**src/rtl/bpu_pht_ctrl.sv**
```systemverilog
// Pattern history table controller: port 1 serves prediction lookups, port 2 does
// read-modify-write of saturating counters. A two-entries-per-cycle sweep initialises the table after reset.
module bpu_pht_ctrl #(
   parameter int              PHT_DEPTH = 256,
   parameter int              CNT_W     = 2,
   parameter logic [CNT_W-1:0] INIT_CNT = 2'b01,
   localparam int             IDX_W     = $clog2(PHT_DEPTH)
) (
   input  logic             clk,
   input  logic             rst,
   input  logic             pred_req,
   input  logic [IDX_W-1:0] pred_idx,
   output logic             pred_ready,
   output logic             pred_valid,
   output logic             pred_taken,
   input  logic             upd_valid,
   input  logic [IDX_W-1:0] upd_idx,
   input  logic             upd_taken,
   output logic             upd_ready,
   output logic             init_done,
   output logic [IDX_W-1:0] sram_addr1,
   output logic [IDX_W-1:0] sram_addr2,
   output logic [CNT_W-1:0] sram_din1,
   output logic [CNT_W-1:0] sram_din2,
   output logic             sram_wen1,
   output logic             sram_wen2,
   input  logic [CNT_W-1:0] sram_dout1,
   input  logic [CNT_W-1:0] sram_dout2
);

   typedef enum logic [1:0] {S_INIT, S_IDLE, S_WRITE} state_t;

   state_t           state_reg, state_next;
   logic [IDX_W-1:0] ptr_reg;
   logic [IDX_W-1:0] idx_reg;
   logic             taken_reg;
   logic             init_done_reg;
   logic             pred_valid_reg;
   logic             fwd_valid_reg;
   logic             fwd_bit_reg;
   logic [CNT_W-1:0] cnt_new;
   logic             sweep_last;
   logic             pred_acc;
   logic             upd_acc;

   // ptr_reg is always even: it addresses the pair {ptr, ptr+1} each sweep cycle
   assign sweep_last = (ptr_reg == IDX_W'(PHT_DEPTH - 2));
   assign pred_acc   = pred_req & init_done_reg & ~rst;
   assign upd_acc    = upd_valid & upd_ready;

   assign pred_ready = init_done_reg;
   assign init_done  = init_done_reg;
   assign pred_valid = pred_valid_reg;
   // Bypass covers a lookup that raced the same-edge write of its entry
   assign pred_taken = pred_valid_reg & (fwd_valid_reg ? fwd_bit_reg : sram_dout1[CNT_W-1]);

   always_comb begin
      cnt_new = sram_dout2;
      if (taken_reg) begin
         if (!(&sram_dout2))
            cnt_new = sram_dout2 + CNT_W'(1);
      end else begin
         if (sram_dout2 != '0)
            cnt_new = sram_dout2 - CNT_W'(1);
      end
   end

   always_comb begin
      state_next = state_reg;
      upd_ready  = 1'b0;
      sram_addr1 = '0;
      sram_addr2 = '0;
      sram_din1  = '0;
      sram_din2  = '0;
      sram_wen1  = 1'b0;
      sram_wen2  = 1'b0;
      if (!rst) begin
         case (state_reg)
            S_INIT: begin
               sram_wen1  = 1'b1;
               sram_wen2  = 1'b1;
               sram_addr1 = ptr_reg;
               sram_addr2 = ptr_reg + IDX_W'(1);
               sram_din1  = INIT_CNT;
               sram_din2  = INIT_CNT;
               if (sweep_last)
                  state_next = S_IDLE;
            end
            S_IDLE: begin
               upd_ready  = 1'b1;
               sram_addr1 = pred_idx;
               sram_addr2 = upd_idx;
               if (upd_valid)
                  state_next = S_WRITE;
            end
            S_WRITE: begin
               sram_addr1 = pred_idx;
               sram_addr2 = idx_reg;
               sram_din2  = cnt_new;
               sram_wen2  = 1'b1;
               state_next = S_IDLE;
            end
            default: state_next = S_INIT;
         endcase
      end
   end

   always_ff @(posedge clk) begin
      if (rst) begin
         state_reg      <= S_INIT;
         ptr_reg        <= '0;
         idx_reg        <= '0;
         taken_reg      <= 1'b0;
         init_done_reg  <= 1'b0;
         pred_valid_reg <= 1'b0;
         fwd_valid_reg  <= 1'b0;
         fwd_bit_reg    <= 1'b0;
      end else begin
         state_reg      <= state_next;
         pred_valid_reg <= pred_acc;
         fwd_valid_reg  <= pred_acc && (state_reg == S_WRITE) && (pred_idx == idx_reg);
         fwd_bit_reg    <= cnt_new[CNT_W-1];
         if (state_reg == S_INIT) begin
            ptr_reg <= ptr_reg + IDX_W'(2);
            if (sweep_last)
               init_done_reg <= 1'b1;
         end
         if (upd_acc) begin
            idx_reg   <= upd_idx;
            taken_reg <= upd_taken;
         end
      end
   end

endmodule

```
**config.mk**
```make
export PLATFORM = sky130hd
export DESIGN_NAME = bpu_pht_ctrl
export DESIGN_NICKNAME = d
export VERILOG_FILES = /design/src/rtl/bpu_pht_ctrl.sv
export SDC_FILE = /design/constraint.sdc
export NUM_CORES = 1
export LEC_CHECK = 0
export ABC_AREA = 1
export CAP_MARGIN = 20
export CORE_UTILIZATION = 40
export CTS_CLUSTER_DIAMETER = 40
export DETAILED_ROUTE_END_ITERATION = 7
export HOLD_SLACK_MARGIN = 0.12
export PLACE_DENSITY = 0.76
export SLEW_MARGIN = 30
export SYNTH_ARGS = -nofsm -noshare
export SYNTH_HDL_FRONTEND = slang
export SYNTH_SLANG_ARGS = --single-unit
```
**constraint.sdc**
```tcl
create_clock -name clk -period 1.3 [get_ports clk]
set_clock_uncertainty 0.05 [all_clocks]
set_input_delay 0.195 -clock clk [delete_from_list [all_inputs] [get_ports clk]]
set_output_delay 0.195 -clock clk [all_outputs]
set_load 0.1 [all_outputs]
```
**Word level (Yosys, flattened, before mapping)**

Index checks and enable logic that the tools add are counted.

- Latch bits: 0
- Flip-flop bits (word level): 23
- RAM bits: 0
- Input port bits: 25
- Memory bits (read-only): 0
- Memories: 0

- $mul: 0
- Magnitude comparators: 0
- Bitwise logic cells: 5
- Muxes and demuxes: 21
- Add/sub/neg operators: 4
- Equality and inequality tests: 6
- Shift operators: 0
- Div/mod/pow operators: 0
- Reductions and logical operators: 9

Operators by type and width:

| kind | count |
|---|---|
| $pmux 8 s3 | 1 |
| $mux 8 | 2 |
| $pmux 8 s2 | 1 |
| $mux 2 | 6 |
| $mux 1 | 9 |
| $add 8x1->8 const B | 1 |
| $add 8x2->8 const B | 1 |
| $eq 8x8->1 | 1 |
| $eq 8x8->1 const B | 1 |
| $pmux 2 s3 | 1 |
| $reduce_and 2->1 | 3 |
| $and 1x1->1 | 4 |
| $ne 2x2->1 const B | 2 |
| $pmux 2 s2 | 1 |
| $reduce_or 2->1 | 2 |
| $add 2x1->2 const B | 1 |
| $eq 2x1->1 const B | 1 |
| $eq 2x2->1 const B | 1 |
| $logic_and 1x1->1 | 2 |
| $logic_not 2->1 | 1 |
| $reduce_bool 2->1 | 1 |
| $sub 2x1->2 const B | 1 |
| $not 1->1 | 1 |

**Longest topological paths before layout**

Gate-level depths: netlist of the first run.

- Word-level depth: 5
- Depth in mapped cells: 9
- Gate-level depth less buffers: 8

**Worst setup path after synthesis of the first run**

Ideal clock, no wire load.

- Path kind: register -> output
- From: register state_reg[0]
- To: output sram_din2[1]
- Required time: 1.055 ns
- Cell stages (with the launch flop): 8
- Path slack: -2.579 ns
- Data arrival time: 3.634 ns
- Cells stage by stage: dfxtp_1 -> inv_1 -> ha_1 -> buf_2 -> inv_2 -> o21ai_1 -> nand2_1 -> nor2_1

- Cells in the longest elaborated chain, start to end: 3
- Elaborated cells on any way between the ends: 4
- Classes of those cells: 1 x eq/ne; 2 x mux; 1 x reduce/logical

RTL lines:

| element | line | RTL |
|---|---|---|
| from (decl) | 33 | `state_t state_reg, state_next;` |
| from (signal assigned) | 119 | `state_reg <= state_next;` |
| $eq 2x2->1 or $logic_not 2->1 (tied branches) | 78 | `case (state_reg)` |
| $pmux 2 s2 * | 78 |  |
| $mux 2 * | 77 | `if (!rst) begin` |
| to (decl) | 24 | `output logic [CNT_W-1:0] sram_din2,` |

Mark *: on every way between the ends. The rest lies on a longest branch, timed or not.

**Worst setup path after layout of the first run**

- From: register state_reg[1]
- To: output sram_addr2[3]

- Cells in the longest elaborated chain, start to end: 3
- Elaborated cells on any way between the ends: 5
- Classes of those cells: 2 x eq/ne; 2 x mux; 1 x reduce/logical

RTL lines:

| element | line | RTL |
|---|---|---|
| $eq 2x2->1, or another cell as far along | 78 |  |
| $pmux 8 s3 * | 78 |  |
| $mux 8 * | 77 |  |
| to (decl) | 22 | `output logic [IDX_W-1:0] sram_addr2,` |

Marks and branches as above.

==> results of run 1 <==
## critical path, delay by kind of cell, from the launching register on
family                   cells  cell delay (ps)
AO/OA/AOI/OAI                1              120
flip-flops                   1              390
AND/OR/NAND/NOR              1              140
adder cells (fa/ha/maj)      1              170
buffers and inverters        4              590
## cell type report
| cell class | count | area [sq um] |
|---|---|---|
| multi-input combinational | 161 | 1230 |
| clock inverter | 1 | 30.0 |
| tap | 46 | 57.6 |
| sequential | 22 | 467 |
| fill | 129 | 308 |
| inverter | 33 | 179 |
| timing repair buffer | 89 | 1120 |
| clock buffer | 3 | 22.5 |
## final timing paths
check	from	endpoint
worst max-delay path	state_reg[1]	sram_addr2[3]
worst min-delay path	upd_idx[6]	idx_reg[6]
worst max register to register	state_reg[1]	ptr_reg[7]
worst min register to register	idx_reg[2]	idx_reg[2]
## metrics by stage
stage               utilization  instances  worst slack [ps]
global placement          0.801        342              -444
detailed placement        0.801        342              -473
CTS                       0.862        351              -651
global route              0.910        355              -735
floorplan                     -        226              -860
finish                    0.910        355              -689
## kinds of logic after synthesis
logic type / count (synthesis) / synth area share
compound gates: 39 / 0.161
simple gates: 109 / 0.305
fa+ha+maj: 8 / 0.0690
flops: 22 / 0.304
xor+xnor: 4 / 0.0242
buf+inv: 43 / 0.134
other cells: 1 / 0.00259
## per-layer routing
| metal | up-vias | track usage | share of wire |
|---|---|---|---|
| met4 | 0 | 0.122 | 0.071 |
| met3 | 51 | 0.0404 | 0.073 |
| met5 | - | 0 | 0 |
| li1 | 884 | - | - |
| met1 | 930 | 0.315 | 0.36 |
| met2 | 147 | 0.510 | 0.50 |
## where the power goes
group / internal (uW) / switching, uW / total (uW) / leakage (uW)
combinational: 2470 / 3700 / 6170 / 0.000985
sequential: 804 / 156 / 960 / 0.000184
clock: 313 / 247 / 560 / 0.0000279
## cells in the mapped netlist
master / instances
a21oi_1: 13
a31oi_1: 1
buf_1: 2
buf_2: 3
buf_4: 3
buf_6: 2
conb_1: 1
dfxtp_1: 22
ha_1: 8
inv_1: 24
inv_2: 8
inv_4: 1
nand2_1: 70
nand3_1: 8
nand4_1: 1
nor2_1: 25
nor2_2: 1
nor3_1: 2
nor3_4: 1
nor3b_1: 1
o211ai_1: 6
o21ai_0: 3
o21ai_1: 7
o21ai_2: 1
o22ai_1: 1
o31ai_1: 7
xnor2_1: 3
xor2_1: 1
## timing repair
action,in CTS,in global routing
endpoints found under the setup margin,39,40
pin swaps,18,11
hold endpoints to repair,0,0
resized for setup,35,33
buffers inserted,5,5
==> impl_results.md, run 1 <==
- Min cycle time layout: 1990 ps
- # diodes: 0
- Power Dens Cells: 2470 nW/um^2
- # nets final: between 300 and 400
- TritonCTS Buffers: 3
- Most common cell after layout, fill and taps aside: nand2_1
- Avg Cell Area, Syn: around 6.4 sq um
- R2R depth: 12
- Worst-path clk slew: roughly 140 ps
- Worst hold margin: around 390 ps
- CTS sink cnt: 22
- Pwr Total: 7690 uW
- Clock Tree Root: clkbuf_4
- Crit path kind: flip-flop to primary output
- Num rows: 21
- Width of the die: 62.2 um
- First-pass GRT wire length: approximately 8400 um
- Status: finished with violations
- Yosys top cell area share: 0.304
- Max-cap viol count: 0
- LEAKAGE: 0.00120 uW
- Final Hold Fails: 0
- CTS Hold Bufs: 0
- Global Route Usage Sum: 0.277
- Most frequent cells in the layout: nand2_1, buf_12, buf_4, clkdlybuf4s50_1, nor2_1
- Starting Density: 0.425
- CTS Buffer Depth: 2
- Vias in the first global route: about 1800
- Area post-placement: 2740 sq um
- Clock Latency Late Sink: about 340 ps
- RSZ-0062 raised after global routing: true
- Port buffer count: 49
- Max-slew violation count: 0
- Top cells by area, synth: dfxtp_1, nand2_1, ha_1, nor2_1, inv_1
- Hold Crit Class: input pin to flip-flop
- Area leader, netlist: dfxtp_1
- FMAX: a little over 500 MHz
- Mapped Cells: approximately 230
- Share of layout cells above drive strength 1: 0.515
- Cell area after layout: approximately 3100 sq um
- Sequential area share after synthesis: 0.304
- Worst Path Arrival: 1740 ps
- Final period util: 1.53
- VDD IR max: between 0.0015 and 0.002 V
- Critical path peak fanout: 7
- Num ports: 52
- Slowest cell on the critical path: dfxtp_4
- Worst setup EP type: primary output
- Synth unique cells: 28
- Post-Syn Nets: between 200 and 300
- DRC violations left: 0
- Vias/cell: about 5.7
- H-tree depth: 1
- Worst endpoint required time: 1050 ps
- Grt ovf: 0
- Antenna-violating nets left: 0
- Hold Path Depth: 3
- TritonCTS clock tree: done
- Setup Viol. Count Final: between 40 and 50
- WL final: 6840 um
- Area growth syn-to-layout: 114%
- Crit path cell chain: buf_4 -> ha_4 -> inv_2 -> o211ai_1 -> nand2_1 -> clkinvlp_4 -> buf_12
- Drt wl/cell: 19.3 um
- Reg2reg setup slack: -440 ps
- Initial antenna violation count: 0
- Die area: 3870 sq um
- Largest net degree at the start of global routing: 17
- Critical Path Start Type: flip-flop
- Die Span Y: approximately 62 um
- Failing checks: setup timing
- DP HPWL: ~3600 um
- Mapped cell area: ~1500 sq um
- Synth warn: 0
- Largest stage delay on the critical path: ~390 ps
- Core Area: approximately 3400 sq um
- Max FFs per register: 8
- Via count: approximately 2000
- DRT iter0 DRCs: 149
- Synth Register Bits: 22
- GP Congestion: 0.847
- DRT Pass-1 Iters: 5
- Worst setup margin: -689 ps
- Setup TNS: -17450 ps
No activity file was read; power rests on OpenSTA's default activity.
==> inputs of run 2 (changes only) <==
Settings changed: SETUP_SLACK_MARGIN set to 0.2, TNS_END_PERCENT set to 50.
==> impl_results.md, run 2 (synthesized netlist as in run 1, its figures left out) <==
- Final Hold Fails: 0 (unchanged)
- Largest net degree at the start of global routing: 15 (-2)
- Max FFs per register: 8 (unchanged)
- Crit path cell chain: inv_4 -> buf_6 -> ha_4 -> nand2_4 -> a21oi_4 -> buf_12
- Worst setup EP type: primary output
- Share of layout cells above drive strength 1: 0.467 (-0.0477)
- Slowest cell on the critical path: ha_4
- Combinational share of power: 0.792 (-0.010)
- TritonCTS Buffers: 3 (unchanged)
- Min cycle time layout: 1970 ps (-21.3 ps)
- Worst hold margin: 358 ps (-26.9 ps)
- Num ports: 52 (unchanged)
- Net Sw Frac: 0.528 (-0.00560)
- Max-slew violation count: 0 (unchanged)
- H-tree depth: 1 (unchanged)
- DRT iter0 DRCs: 89 (-40%)
- Via count: 1809 (-10%)
- Status: finished with violations
- Cell area after layout: 2990 sq um (-3.9%)
- # diodes: 0 (unchanged)
- Clock Tree Root: clkbuf_4
- Clk pwr share: 0.076 (+0.003)
- VDD IR max: 0.00204 V (+18%)
- Setup Viol. Count Final: 41 (-2.4%)
- Pre-CTS setup slack: -444 ps (+28.8 ps)
- LEAKAGE: 0.00115 uW (-3.6%)
- Failing checks: setup timing
- Switching pwr: 3800 uW (-7.2%)
- Reg2reg setup slack: -250 ps (+190 ps)
- Area post-placement: 2700 sq um (-1.3%)
- CTS Hold Bufs: 0 (unchanged)
- FMAX: 508 MHz (+1.1%)
- Hold Crit Class: input pin to flip-flop
- TritonCTS clock tree: done
- Vias/cell: 5.20 (-8.3%)
- Power Dens Cells: 2410 nW/um^2 (-2.5%)
- Worst endpoint required time: 1050 ps (about the same)
- CTS Buffer Depth: 2 (unchanged)
- DRC violations left: 0 (unchanged)
- Global Route Usage Sum: 0.248 (-0.0292)
- Starting Density: 0.425 (unchanged)
- WL final: 5090 um (-26%)
- # nets final: 336 (-2.0%)
- DRT Pass-1 Iters: 4 (-1)
- Pwr Total: 7210 uW (-6.3%)
- Area growth syn-to-layout: 106%
- Max-cap viol count: 0 (unchanged)
- Grt met1 use: 0.289 (-0.0263)
- Met3 Use GR: 0.0221 (-0.0184)
- Crit path kind: flip-flop to primary output
- Critical path peak fanout: 8 (+1)
- GP Congestion: 0.880 (+3.9%)
- Drt wl/cell: 14.6 um (-24%)
- Global route hottest layer: met2
- CTS sink cnt: 22 (unchanged)
- Clock Latency Late Sink: 320 ps (-20 ps)
- Worst setup margin: -668 ps (+21.3 ps)
- DP HPWL: 3520 um (-2.8%)
- Worst-path clk slew: 140 ps (about the same)
- Num rows: 21 (unchanged)
- Cell internal pwr: 3400 uW (-5.1%)
- Width of the die: 62.2 um (unchanged)
- Die Span Y: 62.2 um (unchanged)
- Critical Path Start Type: flip-flop
- Sequential group share of total power: 0.132 (+0.007)
- Core Area: 3420 sq um (unchanged)
- Vias in the first global route: 1719 (-5.0%)
- Most frequent cells in the layout: nand2_1, buf_12, clkdlybuf4s50_1, buf_4, nor2_1
- Worst Path Arrival: 1720 ps (-20 ps)
- RSZ-0062 raised after global routing: true
- Antenna-violating nets left: 0 (unchanged)
- Die area: 3870 sq um (unchanged)
- Final period util: 1.51 (-0.0164)
- Grt ovf: 0 (unchanged)
- Initial antenna violation count: 0 (unchanged)
- Port buffer count: 49 (unchanged)
- Most common cell after layout, fill and taps aside: nand2_1
- First-pass GRT wire length: 7620 um (-9.6%)
- Largest stage delay on the critical path: 410 ps (+20 ps)
- Met2 GRT Util: 0.453 (-0.0563)
## run 2: cell type report
cell class / instances / area (sq um)
clock buffers: 3 / 22.5
well taps: 46 / 57.6
flip-flops and latches: 22 / 465
multi-input cells: 161 / 1180
repair buffers: 82 / 1050
fillers: 165 / 429
clock inverters: 1 / 30.0
inverters: 33 / 176
## run 2: per-stage QoR
stage / cells / setup TNS (ps) / util
CTS: 345 / -15380 / 0.828
global placement: 340 / -10920 / 0.790
global route: 348 / -17570 / 0.874
floorplan: 226 / -10230 / -
detailed placement: 340 / -11990 / 0.790
finish: 348 / -15270 / 0.874
## run 2: worst max-delay path, delay by kind of cell, from the launching register on
kind            cells  cell delay, ps
buf+inv             3             350
fa+ha+maj           1             410
flops               1             400
compound gates      1             160
simple gates        1              70
## run 2: final timing paths
path	start	to	depth (start not counted)
hold reg to reg	taken_reg	taken_reg	2
setup reg to reg	state_reg[1]	ptr_reg[7]	9
hold / removal	upd_taken	taken_reg	3
setup / recovery	state_reg[1]	sram_addr1[2]	6
## run 2: what timing repair did
action / in CTS / in global routing
endpoints found under the setup margin: 46 / 46
pin swaps: 9 / 9
buffers inserted: 1 / 3
gates resized for setup: 22 / 30
## run 2: per-layer routing
metal  vias to the layer above  share of wire
li1                        872              -
met2                        74           0.55
met3                        15          0.057
met5                         -              0
met4                         0          0.032
met1                       848           0.36
## run 2: power groups by stage
stage	combinational, uW	clock [uW]	sequential (uW)
2_1_floorplan	3410	0	874
3_3_place_gp	4980	0	883
3_5_place_dp	5040	0	890
4_1_cts	5240	549	875
5_1_grt	5940	573	963
6_report	5710	549	949
==> inputs of run 3 (changes only) <==
Settings changed: CORE_MARGIN set to 3.
==> impl_results.md, run 3 (synthesized netlist as in run 1, its figures left out) <==
- Status: finished with violations
- Failing checks: setup timing
- Initial antenna violation count: 0 (unchanged)
- TritonCTS clock tree: done
- FMAX: 488 MHz (-3.9%)
- Antenna-violating nets left: 0 (unchanged)
- Crit path kind: flip-flop to primary output
- Final period util: 1.57 (+0.0614)
- Final Hold Fails: 0 (unchanged)
- Setup Viol. Count Final: 43 (+4.9%)
- VDD IR max: 0.00193 V (-5.4%)
- Clock Tree Root: clkbuf_4
- Via count: 2123 (+17%)
- DP HPWL: 3660 um (+4.1%)
- Num ports: 52 (unchanged)
- TritonCTS Buffers: 3 (unchanged)
- Starting Density: 0.425 (unchanged)
- # diodes: 0 (unchanged)
- Num rows: 21 (unchanged)
- Max FFs per register: 8 (unchanged)
- Worst Path Arrival: 1800 ps (+80 ps)
- WL final: 7660 um (+51%)
- Max-slew violation count: 0 (unchanged)
- Clk pwr share: 0.073 (-0.003)
- Hold Path Depth: 2 (-1)
- Die Span Y: 66.2 um (+6.4%)
- Worst min-delay path endpoint: idx_reg[0]
- GP Congestion: 0.867 (-1.5%)
- Worst hold margin: 350 ps (-8.69 ps)
- DRC violations left: 0 (unchanged)
- Worst endpoint required time: 1050 ps (about the same)
- Critical Path Start Type: flip-flop
- R2r startpoint: state_reg[1]
- Cell internal pwr: 3620 uW (+6.4%)
- FF-to-FF End: ptr_reg[7]
- Max-cap viol count: 0 (unchanged)
- Sequential group share of total power: 0.123 (-0.009)
- Core Util, Final: 0.921 (+0.0465)
- Power Dens Cells: 2500 nW/um^2 (+3.4%)
- CTS Hold Bufs: 0 (unchanged)
- DRT Pass-1 Iters: 6 (+2)
- Die area: 4380 sq um (+13%)
- H-tree depth: 1 (unchanged)
- Width of the die: 66.2 um (+6.4%)
- Crit path cell chain: buf_4 -> ha_4 -> inv_4 -> o211ai_1 -> nand2_4 -> clkinvlp_4 -> buf_12
- Vias in the first global route: 1953 (+14%)
- CTS sink cnt: 22 (unchanged)
- CTS Buffer Depth: 2 (unchanged)
- DRT iter0 DRCs: 289 (+220%)
- WP buf/inv: 4 (+1)
- First-pass GRT wire length: 9140 um (+20%)
- Critical path peak fanout: 7 (-1)
- Hold Crit Class: input pin to flip-flop
- Net Sw Frac: 0.539 (+0.0109)
- Worst-path clk slew: 150 ps (about the same)
- Most frequent cells in the layout: nand2_1, buf_4, buf_12, clkdlybuf4s50_1, nor2_1
- Most common cell after layout, fill and taps aside: nand2_1
- Clock Latency Late Sink: 330 ps (about the same)
- # nets final: 348 (+3.6%)
- Switching pwr: 4230 uW (+11%)
- Vias/cell: 5.90 (+13%)
- Instance count on the critical path: 7 (+1)
- Cell area after layout: 3150 sq um (+5.3%)
- Core Area: 3420 sq um (unchanged)
- Worst setup margin: -747 ps (-79.8 ps)
- Port buffer count: 49 (unchanged)
- Pwr Total: 7850 uW (+8.9%)
- Slowest cell on the critical path: dfxtp_4
- Largest net degree at the start of global routing: 15 (unchanged)
- Area growth syn-to-layout: 117%
- Min-delay src: rst
- Drt wl/cell: 21.3 um (+46%)
- Share of layout cells above drive strength 1: 0.532 (+0.0650)
- Area post-placement: 2710 sq um (+0.56%)
- Worst setup EP type: primary output
- Min cycle time layout: 2050 ps (+79.8 ps)
- Global Route Usage Sum: 0.271 (+0.0227)
- Largest stage delay on the critical path: 430 ps (+20 ps)
- Grt ovf: 0 (unchanged)
- RSZ-0062 raised after global routing: true
- Pre-CTS setup slack: -514 ps (-69.7 ps)
- Combinational share of power: 0.803 (+0.011)
- Top delay family on crit path: buffers and inverters
- R2R depth: 9 (unchanged)
- Reg2reg setup slack: -380 ps (-130 ps)
- LEAKAGE: 0.00126 uW (+8.8%)
[run 3: per-stage QoR]
step	instances	TNS (ps)
2_1_floorplan	226	-10230
3_3_place_gp	342	-12000
3_5_place_dp	342	-14050
4_1_cts	351	-13700
5_1_grt	360	-18840
6_report	360	-17390
[run 3: timing repair]
item / 4_1_cts / 5_1_grt
gates cloned: 0 / 0
gates resized for setup: 49 / 27
pin swaps: 14 / 11
setup buffers: 5 / 9
setup endpoints to repair: 46 / 47
endpoints found under the hold margin: 0 / 0
[run 3: worst max-delay path by stage]
stage / slack (ps) / endpoint / from
after floorplan: -860 / sram_din2[1] / state_reg[1]
after global placement: -460 / sram_addr1[7] / rst
after detailed placement: -510 / sram_addr1[3] / rst
after CTS: -670 / sram_addr1[1] / state_reg[1]
after global routing: -770 / sram_addr2[4] / state_reg[0]
final: -750 / sram_addr2[4] / state_reg[1]
[run 3: final cells by class]
cell class	instances	area (sq um)
multi-input cells	161	1250
repair buffers	94	1140
flip-flops and latches	22	460
fillers	122	270
inverters	33	181
well taps	46	57.6
clock inverters	1	30.0
clock buffers	3	22.5
[run 3: power by group through the flow]
| stage | Combinational (uW) | Clock [uW] | Sequential [uW] |
|---|---|---|---|
| finish | 6310 | 577 | 969 |
| CTS | 5510 | 549 | 921 |
| global route | 6470 | 594 | 974 |
| floorplan | 3410 | 0 | 874 |
| detailed placement | 5080 | 0 | 891 |
| global placement | 5010 | 0 | 883 |
[run 3: routing by layer]
metal  up-vias  part of all wire  track usage
met1       979              0.35        0.306
met2       197              0.49        0.494
met4         0             0.064        0.124
li1        892                 -            -
met3        55             0.097       0.0374
met5         -                 0            0
